<file path="config.mk">
export PLATFORM = sky130hd
export DESIGN_NAME = if_id_queue_flat
export DESIGN_NICKNAME = d
export VERILOG_FILES = /design/src/rtl/if_id_queue_if.sv /design/src/rtl/if_id_queue.sv /design/src/flat_wrapper.sv
export SDC_FILE = /design/constraint.sdc
export NUM_CORES = 1
export LEC_CHECK = 0
export ABC_AREA = 1
export BUFFER_PORTS_ARGS = -buffer_cell sky130_fd_sc_hd__buf_2
export CAP_MARGIN = 20
export CORE_MARGIN = 1.5
export CORE_UTILIZATION = 60
export DETAILED_ROUTE_END_ITERATION = 6
export GPL_TIMING_DRIVEN = 0
export PLACE_DENSITY = 0.9
export SETUP_SLACK_MARGIN = 0.05
export SYNTH_ARGS = -nofsm -noshare
export SYNTH_HDL_FRONTEND = slang
export SYNTH_SLANG_ARGS = --single-unit
</file>
<file path="constraint.sdc">
create_clock -name clk -period 12.4 [get_ports clk]
set_clock_uncertainty 0.15 [all_clocks]
set_input_delay 1.86 -clock clk [delete_from_list [all_inputs] [get_ports clk]]
set_output_delay 1.86 -clock clk [all_outputs]
set_load 0.03 [all_outputs]
</file>
<file path="src/rtl/if_id_queue_if.sv">
// Fetch-to-decode handshake bundle for the IF/ID instruction queue.
// The queue side uses the slave modport. The fetch/decode side uses master.
interface if_id_queue_if #(
  parameter int INST_W = 32,
  parameter int PC_W   = 64,
  parameter int DEPTH  = 4
);
  localparam int CNT_W = $clog2(DEPTH + 1);

  logic              in_valid;
  logic [INST_W-1:0] in_inst;
  logic [PC_W-1:0]   in_pc;
  logic              in_ready;
  logic              out_valid;
  logic [INST_W-1:0] out_inst;
  logic [PC_W-1:0]   out_pc;
  logic              out_ready;
  logic              flush;
  logic [CNT_W-1:0]  count;

  modport master (
    output in_valid, in_inst, in_pc, out_ready, flush,
    input  in_ready, out_valid, out_inst, out_pc, count
  );

  modport slave (
    input  in_valid, in_inst, in_pc, out_ready, flush,
    output in_ready, out_valid, out_inst, out_pc, count
  );
endinterface

</file>
<file path="src/rtl/if_id_queue.sv">
// IF/ID instruction queue: a DEPTH-entry circular FIFO of {inst, pc} pairs.
// All outputs come from registered state only, so nothing on the input side
// reaches the outputs in the same cycle. Flush clears the pointers and the
// occupancy but leaves the storage alone. The storage has no reset because
// only entries below count are ever observed.
// DEPTH must be a power of two and at least 2, so that the pointers wrap
// naturally at $clog2(DEPTH) bits.
module if_id_queue #(
  parameter int INST_W = 32,
  parameter int PC_W   = 64,
  parameter int DEPTH  = 4
) (
  input  logic          clk,
  input  logic          reset,
  if_id_queue_if.slave  q_if
);
  localparam int PTR_W = $clog2(DEPTH);
  localparam int CNT_W = $clog2(DEPTH + 1);

  logic [INST_W-1:0] inst_mem_q [DEPTH];
  logic [PC_W-1:0]   pc_mem_q   [DEPTH];

  logic [PTR_W-1:0]  wr_ptr_q, wr_ptr_d;
  logic [PTR_W-1:0]  rd_ptr_q, rd_ptr_d;
  logic [CNT_W-1:0]  count_q, count_d;

  logic              in_ready;
  logic              out_valid;
  logic              push;
  logic              pop;
  logic              wr_en;

  // Handshake flags and the bubble-forced head outputs, from state only
  always_comb begin
    in_ready       = (count_q != CNT_W'(DEPTH));
    out_valid      = (count_q != '0);
    push           = q_if.in_valid & in_ready;
    pop            = out_valid & q_if.out_ready;
    wr_en          = push & ~q_if.flush;
    q_if.in_ready  = in_ready;
    q_if.out_valid = out_valid;
    q_if.count     = count_q;
    q_if.out_inst  = out_valid ? inst_mem_q[rd_ptr_q] : '0;
    q_if.out_pc    = out_valid ? pc_mem_q[rd_ptr_q]   : '0;
  end

  // Next pointer and occupancy; flush overrides both push and pop
  always_comb begin
    wr_ptr_d = wr_ptr_q;
    rd_ptr_d = rd_ptr_q;
    count_d  = count_q;
    if (q_if.flush) begin
      wr_ptr_d = '0;
      rd_ptr_d = '0;
      count_d  = '0;
    end else begin
      if (push) wr_ptr_d = wr_ptr_q + PTR_W'(1);
      if (pop)  rd_ptr_d = rd_ptr_q + PTR_W'(1);
      case ({push, pop})
        2'b10:   count_d = count_q + CNT_W'(1);
        2'b01:   count_d = count_q - CNT_W'(1);
        default: count_d = count_q;
      endcase
    end
  end

  // Control state register with asynchronous active-low reset
  always_ff @(posedge clk or negedge reset) begin
    if (!reset) begin
      wr_ptr_q <= '0;
      rd_ptr_q <= '0;
      count_q  <= '0;
    end else begin
      wr_ptr_q <= wr_ptr_d;
      rd_ptr_q <= rd_ptr_d;
      count_q  <= count_d;
    end
  end

  // Entry storage; written on an accepted, non-flushed push only
  always_ff @(posedge clk) begin
    if (wr_en) begin
      inst_mem_q[wr_ptr_q] <= q_if.in_inst;
      pc_mem_q[wr_ptr_q]   <= q_if.in_pc;
    end
  end
endmodule

</file>
<file path="src/flat_wrapper.sv">
// flat-port wrapper written by rule: the top's interface ports become plain ports
module if_id_queue_flat 
#(
  parameter int INST_W = 32,
  parameter int PC_W   = 64,
  parameter int DEPTH  = 4
)
  (clk, reset, q_if_in_valid, q_if_in_inst, q_if_in_pc, q_if_out_ready, q_if_flush, q_if_in_ready, q_if_out_valid, q_if_out_inst, q_if_out_pc, q_if_count);
  if_id_queue_if #(.INST_W(INST_W), .PC_W(PC_W), .DEPTH(DEPTH)) q_if_i ();
  input  logic clk;
  input  logic reset;
  input wire logic [$bits(q_if_i.in_valid)-1:0] q_if_in_valid;
  input wire logic [$bits(q_if_i.in_inst)-1:0] q_if_in_inst;
  input wire logic [$bits(q_if_i.in_pc)-1:0] q_if_in_pc;
  input wire logic [$bits(q_if_i.out_ready)-1:0] q_if_out_ready;
  input wire logic [$bits(q_if_i.flush)-1:0] q_if_flush;
  output wire logic [$bits(q_if_i.in_ready)-1:0] q_if_in_ready;
  output wire logic [$bits(q_if_i.out_valid)-1:0] q_if_out_valid;
  output wire logic [$bits(q_if_i.out_inst)-1:0] q_if_out_inst;
  output wire logic [$bits(q_if_i.out_pc)-1:0] q_if_out_pc;
  output wire logic [$bits(q_if_i.count)-1:0] q_if_count;
  assign q_if_i.in_valid = q_if_in_valid;
  assign q_if_i.in_inst = q_if_in_inst;
  assign q_if_i.in_pc = q_if_in_pc;
  assign q_if_i.out_ready = q_if_out_ready;
  assign q_if_i.flush = q_if_flush;
  assign q_if_in_ready = q_if_i.in_ready;
  assign q_if_out_valid = q_if_i.out_valid;
  assign q_if_out_inst = q_if_i.out_inst;
  assign q_if_out_pc = q_if_i.out_pc;
  assign q_if_count = q_if_i.count;
  if_id_queue #(.INST_W(INST_W), .PC_W(PC_W), .DEPTH(DEPTH)) u_core (.clk(clk), .reset(reset), .q_if(q_if_i));
endmodule
</file>
==> results of run 1 <==
==> per-layer routing <==
layer | track usage | vias up | wire length [um]
li1 | - | 4776 | -
met1 | 0.348 | 5129 | 13300
met2 | 0.465 | 685 | 18900
met3 | 0.0549 | 85 | 3780
met4 | 0.107 | 4 | 1010
met5 | 0 | - | 27
==> placed cells by master (no fill, tap or decap), drive strengths merged <==
master / netlist / final
nand2: 16 / 16
a21oi: 99 / 99
bufinv: 0 / 5
clkinv: 0 / 8
edfxtp: 384 / 384
nor2: 391 / 391
clkbuf: 29 / 84
fa: 1 / 1
clkinvlp: 0 / 1
dfrtp: 7 / 7
xor2: 1 / 1
inv: 15 / 15
diode: 0 / 3
o21ai: 195 / 195
ha: 4 / 4
buf: 47 / 261
xnor2: 1 / 1
nand4: 3 / 3
nand3: 6 / 6
==> worst max path at each step <==
| stage | start | depth (start not counted) | slack (ns) | to |
|---|---|---|---|---|
| after global placement | q_if_flush | 5 | 2.29 | u_core.pc_mem_q[3][48]$_DFFE_PP_ |
| final | u_core.rd_ptr_q[1]$_DFFE_PN0P_ | 7 | 7.99 | q_if_out_pc[4] |
| after global routing | u_core.q_if.count[0]$_DFFE_PN0P_ | 6 | 7.95 | q_if_out_pc[9] |
| after floorplan | q_if_flush | 4 | 5.37 | u_core.inst_mem_q[0][0]$_DFFE_PP_ |
| after detailed placement | q_if_flush | 7 | 7.92 | u_core.pc_mem_q[1][38]$_DFFE_PP_ |
| after CTS | u_core.q_if.count[0]$_DFFE_PN0P_ | 6 | 8.07 | q_if_out_pc[37] |
==> cells in the mapped netlist, types with 3 or more instances <==
library cell  number
ha_1               4
nand3_1            6
nor2_1           390
edfxtp_1         384
clkbuf_2          15
buf_4              6
o21ai_0          141
nand4_1            3
nand2_1           14
inv_1             12
a21oi_1           98
o21ai_1           54
clkbuf_1          14
dfrtp_1            7
buf_2              9
buf_1              5
buf_6             26
==> worst register-to-register path: stages (launching register included) <==
cell and delay [ns]:
dfrtp_1 0.48, nor2_4 0.09, a21oi_2 0.23, nand2_1 0.28, nor2_4 0.75, buf_12 0.30
buf_12 0.24
==> state kept, by name, summed over array words and instances, names as in the netlist <==
name / flops
u_core.inst_mem_q: 128
u_core.wr_ptr_q: 2
u_core.q_if.count: 3
u_core.pc_mem_q: 256
u_core.rd_ptr_q: 2
==> power by group through the flow <==
stage | sequential [uW] | clock (uW) | combinational (uW)
final | 1550 | 1190 | 1520
after global routing | 1560 | 1240 | 1610
after CTS | 1550 | 1190 | 1500
after detailed placement | 1580 | 0 | 1490
after global placement | 1600 | 0 | 1440
after floorplan | 1590 | 0 | 988
==> kinds of logic after synthesis <==
group           Yosys count  share of synthesized area
xor+xnor                  2                    0.00113
flops                   391                      0.757
fa+ha+maj                 5                    0.00453
buf+inv                  91                     0.0390
simple gates            416                      0.103
compound gates          294                     0.0954
==> metrics by stage <==
step	worst slack (ns)	hold slack [ns]	utilization	instance area [um^2]	cells
after global placement	2.29	0.455	0.668	16900	1730
after floorplan	5.37	0.429	-	15500	1199
after CTS	8.07	0.514	0.732	18500	1812
final	7.99	0.513	0.732	18500	1815
after global routing	7.95	0.553	0.732	18500	1813
after detailed placement	7.92	0.508	0.680	17200	1743
==> layout make-up <==
class | instances | share of cell area
multi-input cells | 717 | 0.172
plain buffers | 76 | 0.0294
flip-flops and latches | 391 | 0.633
diodes | 3 | 0.000406
clock buffers | 55 | 0.0589
inverters | 15 | 0.00318
clock inverters | 14 | 0.0112
repair buffers | 214 | 0.0693
well taps | 330 | 0.0223
==> reports/metrics.csv, run 1 <==
stage;metric;value;unit
status;status;finished clean;
cells_and_area;drive_gt1_frac;0.225;
synth;ys_ff_latch;391;
power;vdd_drop_max;175;uV
floorplanning;initial_utilization;0.612;
timing;rsz0062_at_grt;false;
global_routing;grt_overflow;0;
setup_path;critPathKind;reg2out;
power;switching_share;0.376;
placement;io_buffer_count;201;
routing;drc;0;
synth;avgSynthCellArea;12.9;um^2
power;p_int;2660;uW
timing;drv_slew;0;
min_path;hold_start;u_core.wr_ptr_q[1]$_DFFE_PN0P_;
routing;ant_nets;0;
synth;yosys_warnings;0;
power;p_per_area;230;nW/um^2
timing;max_freq;227;MHz
global_routing;grt.total_usage;0.273;
floorplanning;die_w;164;um
clock_tree;clockRootBuffer;clkbuf_16;
global_routing;grt_max_degree;30;
floorplanning;dieArea;26700;um^2
min_path;whs_path_depth;2;
synth;synthTopCellsByArea;edfxtp_1 75%, nor2_1 9.5%, o21ai_0 4.6%;
floorplanning;std_cell_rows;58;
floorplanning;io_pins;202;
placement;globalplace.congestion;0.808;
clock_tree;cts_sinks;391;
min_path;hp-class;reg2reg;
global_routing;grt_antenna_before_repair;4;
synth;synth_nets;1305;
clock_tree;cts_max_path_buffers;3;
flow_run;maxCapViolCount;0;
setup_path;slowest_stage;clkbuf_1;
synth;synth.top_cell.area_share;0.746;
synth;ys.flop_type;edfxtp_1;
power;pwr-share-clk;0.279;
power;sequentialPowerShare;0.365;
power;power.total;4260;uW
setup_path;cp_data_arrival_time;2.40;ns
global_routing;grt_pass1_wl;54.6;mm
routing;drt_first_pass_iters;6;
floorplanning;die_h;164;um
clock_tree;cts_tree;built;
power;p_leak;0.00679;uW
clock_tree;clkTransAtPathRegs;0.06;ns
clock_tree;cts-buffers-inserted;38;
cells_and_area;seq_area;11700;um^2
routing;wl_per_cell;20.4;um
timing;finalCriticalPeriod;4.41;ns
synth;netlist_area;15500;um^2
clock_tree;clock_latency;0.52;ns
global_routing;grt_pass1_vias;10400;
routing;drt_iter0_drc;1280;
setup_path;r2r_cells;6;
setup_path;crit_path_start_kind;flop;
timing;setup-violations-final;0;
routing;vias_per_cell;5.88;
synth;synthArstFlopShare;0.0179;
synth;synth_edf_count;384;
synth;syn-instance-count;1199;
clock_tree;post_cts_buffers;0;
setup_path;cpLargestDelayFamily;buffers and inverters;
clock_tree;cts_max_level;2;
cells_and_area;nFillCells;1481;
setup_path;critPathRequiredTime;10.39;ns
setup_path;critPathCaptureType;primary output;
timing;slew_headroom;0.423;
setup_path;critPathMaxFanout;10;
power;pwr-share-comb;0.356;
timing;fin_crit_sh;0.355;
cells_and_area;layout.nets;1559;
cells_and_area;area_growth;19.6;%
synth;synth.distinct_cells;26;
timing;worstMarginPinSlew;0.863;ns
timing;hold_violations;0;
placement;hpwl;22.1;mm
synth;ys_seq_area_frac;0.757;
power;p_sw;1600;uW
cells_and_area;multi_input_area;3180;um^2
setup_path;r2r-start;u_core.q_if.count[0]$_DFFE_PN0P_;
timing;fin_tns_setup;0;ns
setup_path;slowest_delay;0.55;ns
synth;yosys.area.top_type;edfxtp_1;
setup_path;critPathBufInv;4;
setup_path;path_cells;buf_4, inv_4, clkbuf_1, nor2_1, o21ai_0, a21oi_1, buf_2;
setup_path;worstReg2RegEnd;u_core.pc_mem_q[1][36]$_DFFE_PP_;
clock_tree;ctsResizeCount;0;
clock_tree;cts.hold.buffers_added;0;
routing;drt-total-wl;37.0;mm
min_path;hold_end;u_core.wr_ptr_q[1]$_DFFE_PN0P_;
floorplanning;coreArea;25300;um^2
setup_path;r2r_setup_slack;9.55;ns
routing;num_vias;10700;
Power figures use the tool's default switching activity.
==> run 2, diff against run 1 <==
--- a/config.mk
+++ b/config.mk
@@ -9,10 +9,10 @@
 export BUFFER_PORTS_ARGS = -buffer_cell sky130_fd_sc_hd__buf_2
 export CAP_MARGIN = 20
 export CORE_MARGIN = 1.5
-export CORE_UTILIZATION = 60
+export CORE_UTILIZATION = 52
 export DETAILED_ROUTE_END_ITERATION = 6
 export GPL_TIMING_DRIVEN = 0
-export PLACE_DENSITY = 0.9
+export PLACE_DENSITY = 0.84
 export SETUP_SLACK_MARGIN = 0.05
 export SYNTH_ARGS = -nofsm -noshare
 export SYNTH_HDL_FRONTEND = slang
==> constraint.sdc (replaced) <==
create_clock -name clk -period 3.55 [get_ports clk]
set_clock_uncertainty 0.15 [all_clocks]
set_input_delay 0.5325 -clock clk [delete_from_list [all_inputs] [get_ports clk]]
set_output_delay 0.5325 -clock clk [all_outputs]
set_load 0.03 [all_outputs]
==> reports/metrics.csv, run 2 (synthesis gave the netlist of run 1 again) <==
stage;metric;value;unit
timing;slew_headroom;0.475;
setup_path;r2r-start;u_core.q_if.count[0]$_DFFE_PN0P_;
placement;dp_cells;1796;
timing;fin_crit_sh;0.846;
power;vdd_drop_max;556;uV
setup_path;critPathMaxFanout;10;
routing;drc;0;
setup_path;cp_data_arrival_time;2.32;ns
routing;drt-total-wl;35.7;mm
floorplanning;io_pins;202;
routing;num_vias;10300;
cells_and_area;layout.nets;1559;
setup_path;critPathCaptureType;primary output;
placement;hpwl;22.2;mm
cells_and_area;fin_cells;1870;
timing;drv_slew;0;
timing;rsz0062_at_grt;false;
cells_and_area;fin_util;0.636;
min_path;hold_start;q_if_in_inst[14];
clock_tree;cts-buffers-inserted;38;
floorplanning;die_w;175;um
cells_and_area;area_growth;19.4;%
clock_tree;cts_max_level;2;
timing;max_freq;333;MHz
status;status;finished clean;
routing;drt_iter0_drc;1149;
floorplanning;dieArea;30800;um^2
cells_and_area;final_cell_mix;386 x nor2_1, 384 x edfxtp_1, 210 x buf_2, 141 x o21ai_0, 98 x a21oi_1;
routing;ant_nets;0;
global_routing;use_met2;0.396;
global_routing;grt_pass1_vias;10200;
global_routing;top_usage_layer;met2;
floorplanning;coreArea;29000;um^2
routing;drt_first_pass_iters;6;
cells_and_area;largest_register;u_core.pc_mem_q;
global_routing;grt_antenna_before_repair;6;
global_routing;grt_max_degree;31;
placement;globalplace.congestion;0.767;
placement;io_buffer_count;201;
timing;setup-violations-final;0;
flow_run;maxCapViolCount;0;
clock_tree;clock_latency;0.52;ns
floorplanning;initial_utilization;0.533;
cells_and_area;nFillCells;2071;
clock_tree;clkTransAtPathRegs;0.06;ns
cells_and_area;layout_commonest_cell;nor2_1;
clock_tree;cts_max_path_buffers;3;
clock_tree;clockRootBuffer;clkbuf_16;
global_routing;met1_usage;0.307;
clock_tree;cts_sinks;391;
global_routing;grt.total_usage;0.234;
routing;vias_per_cell;5.51;
setup_path;critPathRequiredTime;2.87;ns
global_routing;grt_pass1_wl;55.2;mm
timing;hold_violations;0;
power;p_per_area;790;nW/um^2
min_path;hp-class;in2reg;
floorplanning;std_cell_rows;62;
setup_path;crit_path_start_kind;flop;
timing;finalCriticalPeriod;3.00;ns
routing;wl_per_cell;19.1;um
clock_tree;cts_tree;built;
setup_path;critPathKind;reg2out;
setup_path;crit_path_start;u_core.q_if.count[0]$_DFFE_PN0P_;
power;p_leak;0.00675;uW
global_routing;grt_use_met3;0.0472;
cells_and_area;drive_gt1_frac;0.223;
floorplanning;die_h;175;um
global_routing;grt_overflow;0;
cells_and_area;largest_reg_flops;256;
timing;worstMarginPinSlew;0.786;ns
run 2: what timing repair did:
| action | 4_1_cts | 5_1_grt |
|---|---|---|
| gates resized for setup | 0 | 0 |
| endpoints found under the hold margin | 7 | 0 |
| hold buffers | 1 | 0 |
| buffers inserted | 0 | 0 |
run 2: worst paths after layout:
kind                       depth (start not counted)  slack (ns)                                  to
hold / removal                                     1        0.08  u_core.inst_mem_q[3][14]$_DFFE_PP_
setup / recovery                                   6        0.55                      q_if_out_pc[4]
max in group asynchronous                          2        2.87      u_core.wr_ptr_q[0]$_DFFE_PN0P_
setup reg to reg                                   6        0.80    u_core.pc_mem_q[3][44]$_DFFE_PP_
min in group asynchronous                          2        0.22    u_core.q_if.count[2]$_DFFE_PN0P_
hold reg to reg                                    2        0.48      u_core.wr_ptr_q[1]$_DFFE_PN0P_
run 2: cell type report:
type | count | area (um^2) | area share
well taps | 384 | 480 | 0.0260
inverters | 15 | 58.8 | 0.00319
clock buffers | 50 | 1060 | 0.0574
repair buffers | 214 | 1260 | 0.0681
plain buffers | 76 | 544 | 0.0295
flip-flops and latches | 391 | 11700 | 0.634
diodes | 4 | 10.0 | 0.000542
multi-input cells | 717 | 3180 | 0.172
clock inverters | 19 | 161 | 0.00874
run 2: report_power, final:
| part | leakage [uW] | total, uW | switching [uW] | internal (uW) |
|---|---|---|---|---|
| logic | 0.00258 | 5230 | 3810 | 1410 |
| clock network | 0.000598 | 3930 | 1610 | 2320 |
| registers | 0.00358 | 5420 | 73.4 | 5350 |
run 2: worst max-delay path: stages, from the launching register on:
cell and delay [ns]:
dfrtp_1 0.46, nor2_4 0.17, nand2_2 0.11, inv_2 0.21
clkbuf_1 0.49, a21oi_1 0.15, buf_2 0.22
run 2: stage by stage:
stage | power (uW) | setup slack [ns] | hold WS, ns | TNS (ns) | cell area [um^2]
floorplan | 9010 | -0.607 | 0.0869 | -233.20 | 15500
global placement | 10600 | -2.55 | 0.225 | -964.73 | 17000
detailed placement | 10700 | 0.495 | 0.234 | 0 | 17200
CTS | 14600 | 0.520 | 0.0598 | 0 | 18400
global route | 15200 | 0.447 | 0.0618 | 0 | 18500
finish | 14600 | 0.546 | 0.0792 | 0 | 18500
run 2: metal layers:
layer  up-vias  routed length, um
met1      4977              14500
li1       4781                  -
met2       449              17500
met3        89               2630
met4         8               1020
met5         -                 57
==> run 3, diff against run 2 <==
--- a/config.mk
+++ b/config.mk
@@ -9,10 +9,10 @@
 export BUFFER_PORTS_ARGS = -buffer_cell sky130_fd_sc_hd__buf_2
 export CAP_MARGIN = 20
 export CORE_MARGIN = 1.5
-export CORE_UTILIZATION = 52
+export CORE_UTILIZATION = 57
 export DETAILED_ROUTE_END_ITERATION = 6
 export GPL_TIMING_DRIVEN = 0
-export PLACE_DENSITY = 0.84
+export PLACE_DENSITY = 0.87
 export SETUP_SLACK_MARGIN = 0.05
 export SYNTH_ARGS = -nofsm -noshare
 export SYNTH_HDL_FRONTEND = slang
==> constraint.sdc (replaced) <==
create_clock -name clk -period 2.8 [get_ports clk]
set_clock_uncertainty 0.15 [all_clocks]
set_input_delay 0.42 -clock clk [delete_from_list [all_inputs] [get_ports clk]]
set_output_delay 0.42 -clock clk [all_outputs]
set_load 0.03 [all_outputs]
==> reports/metrics.csv, run 3 (synthesis gave the netlist of run 1 again) <==
stage;metric;value;unit
timing;finalCriticalPeriod;2.75;ns
power;power.total;19300;uW
power;switching_share;0.379;
floorplanning;die_h;168;um
routing;drt-total-wl;40.5;mm
setup_path;critPathCaptureType;primary output;
status;status;finished clean;
setup_path;cp_data_arrival_time;2.18;ns
placement;dp_cells;1753;
timing;drv_slew;0;
timing;worst_hold_slack;0.0252;ns
routing;vias_per_cell;5.73;
routing;wl_per_cell;21.1;um
floorplanning;coreArea;26800;um^2
cells_and_area;final_cell_mix;384 x nor2_1, 384 x edfxtp_1, 188 x buf_2, 137 x o21ai_0, 97 x dlygate4sd3_1;
clock_tree;cts-buffers-inserted;40;
routing;ant_nets;0;
cells_and_area;largest_reg_flops;256;
floorplanning;die_w;168;um
cells_and_area;fin_util;0.732;
timing;rsz0062_at_grt;true;
setup_path;r2r_setup_slack;0.16;ns
timing;fin_crit_sh;0.983;
global_routing;grt_antenna_before_repair;1;
cells_and_area;largest_register;u_core.pc_mem_q;
cells_and_area;area_growth;26.9;%
placement;hpwl;22.1;mm
clock_tree;clockRootBuffer;clkbuf_16;
clock_tree;post_cts_buffers;0;
setup_path;critPathMaxFanout;10;
timing;worstMarginPinSlew;0.992;ns
power;sequentialPowerShare;0.358;
routing;drt_first_pass_iters;6;
power;p_sw;7310;uW
power;p_int;12000;uW
placement;globalplace.congestion;0.784;
clock_tree;clkTransAtPathRegs;0.07;ns
min_path;hold_end;u_core.q_if.count[0]$_DFFE_PN0P_;
setup_path;crit_path_start_kind;flop;
global_routing;grt_max_degree;31;
global_routing;grt_pass1_wl;60.1;mm
setup_path;r2r-start;u_core.q_if.count[2]$_DFFE_PN0P_;
global_routing;grt_overflow;0;
global_routing;grt_pass1_vias;11000;
routing;drt_iter0_drc;1102;
floorplanning;std_cell_rows;60;
min_path;hold_start;q_if_flush;
timing;setup-violations-final;0;
routing;num_vias;11000;
flow_run;maxCapViolCount;0;
clock_tree;clock_latency;0.52;ns
clock_tree;cts_max_path_buffers;3;
floorplanning;io_pins;202;
power;pwr-share-clk;0.270;
setup_path;worstReg2RegEnd;u_core.pc_mem_q[3][40]$_DFFE_PP_;
min_path;whs_path_depth;4;
floorplanning;initial_utilization;0.577;
timing;slew_headroom;0.337;
setup_path;r2r_cells;6;
power;p_leak;0.00726;uW
min_path;hp-class;in2reg;
setup_path;critPathKind;reg2out;
timing;hold_violations;0;
placement;io_buffer_count;201;
clock_tree;cts_max_level;2;
timing;max_freq;363;MHz
clock_tree;cts_tree;built;
cells_and_area;fin_cells;1924;
timing;fin_tns_setup;0;ns
power;pwr-share-comb;0.372;
power;p_per_area;981;nW/um^2
cells_and_area;layout.nets;1657;
power;vdd_drop_max;854;uV
global_routing;grt.total_usage;0.282;
floorplanning;dieArea;28100;um^2
clock_tree;cts_sinks;391;
routing;drc;0;
setup_path;critPathRequiredTime;2.23;ns
cells_and_area;drive_gt1_frac;0.229;
[run 3: cell types whose count changed in the layout (fill, tap and decap cells not counted), sizes merged]
cell,previous run,this run
dlygate4sd3,1,97
diode,4,3
clkinv,15,18
bufinv,3,4
inv,16,15
clkbuf,79,80
buf,260,257
clkinvlp,0,1
[run 3: area by class of cell]
class	instances	area, um^2
diodes	3	7.51
plain buffers	76	649
clock buffers	48	1050
clock inverters	23	215
fillers	1570	7180
inverters	15	66.3
multi-input cells	717	3220
flip-flops and latches	391	11700
well taps	341	427
repair buffers	310	2280
[run 3: worst max path at each step]
| stage | from | endpoint | slack, ns | cells after the start |
|---|---|---|---|---|
| after floorplan | u_core.q_if.count[2]$_DFFE_PN0P_ | u_core.inst_mem_q[0][0]$_DFFE_PP_ | -0.13 | 4 |
| after global placement | q_if_flush | u_core.pc_mem_q[1][36]$_DFFE_PP_ | -1.17 | 5 |
| after detailed placement | q_if_flush | u_core.pc_mem_q[3][31]$_DFFE_PP_ | 0.09 | 7 |
| after CTS | u_core.rd_ptr_q[1]$_DFFE_PN0P_ | q_if_out_pc[33] | 0.04 | 7 |
| after global routing | u_core.rd_ptr_q[0]$_DFFE_PN0P_ | q_if_out_pc[46] | 0.005 | 7 |
| final | u_core.rd_ptr_q[0]$_DFFE_PN0P_ | q_if_out_pc[8] | 0.05 | 7 |
[run 3: critical path: stages, from the launching register on]
cell      delay (ns)
dfrtp_1         0.38
buf_6           0.13
inv_2           0.08
buf_6           0.18
clkbuf_4        0.23
o21ai_0         0.19
a21oi_1         0.25
buf_4           0.20
[run 3: what timing repair did]
item / 4_1_cts / 5_1_grt
hold endpoints to repair: 391 / 0
endpoints found under the setup margin: 85 / 62
gates resized for setup: 28 / 70
hold buffers: 97 / 0
pin swaps: 0 / 8
[run 3: power groups by stage]
stage / Clock, uW / Sequential, uW / Combinational, uW
6_report: 5200 / 6890 / 7170
5_1_grt: 5440 / 6910 / 7560
4_1_cts: 5180 / 6880 / 6860
3_5_place_dp: 0 / 7000 / 6600
3_3_place_gp: 0 / 7010 / 6430
2_1_floorplan: 0 / 7030 / 4400
[run 3: per-layer routing]
| layer | GRT usage | routed length [um] | vias to the layer above |
|---|---|---|---|
| met2 | 0.495 | 20900 | 646 |
| met1 | 0.352 | 15100 | 5300 |
| met3 | 0.0515 | 3260 | 117 |
| li1 | - | - | 4969 |
| met5 | 0 | 0 | - |
| met4 | 0.103 | 1280 | 0 |
[run 3: per-stage QoR]
stage / setup WS (ns) / area, um^2
2_1_floorplan: -0.135 / 15500
3_3_place_gp: -1.17 / 16900
3_5_place_dp: 0.0876 / 17200
4_1_cts: 0.0444 / 19500
5_1_grt: 0.00461 / 19600
6_report: 0.0486 / 19600
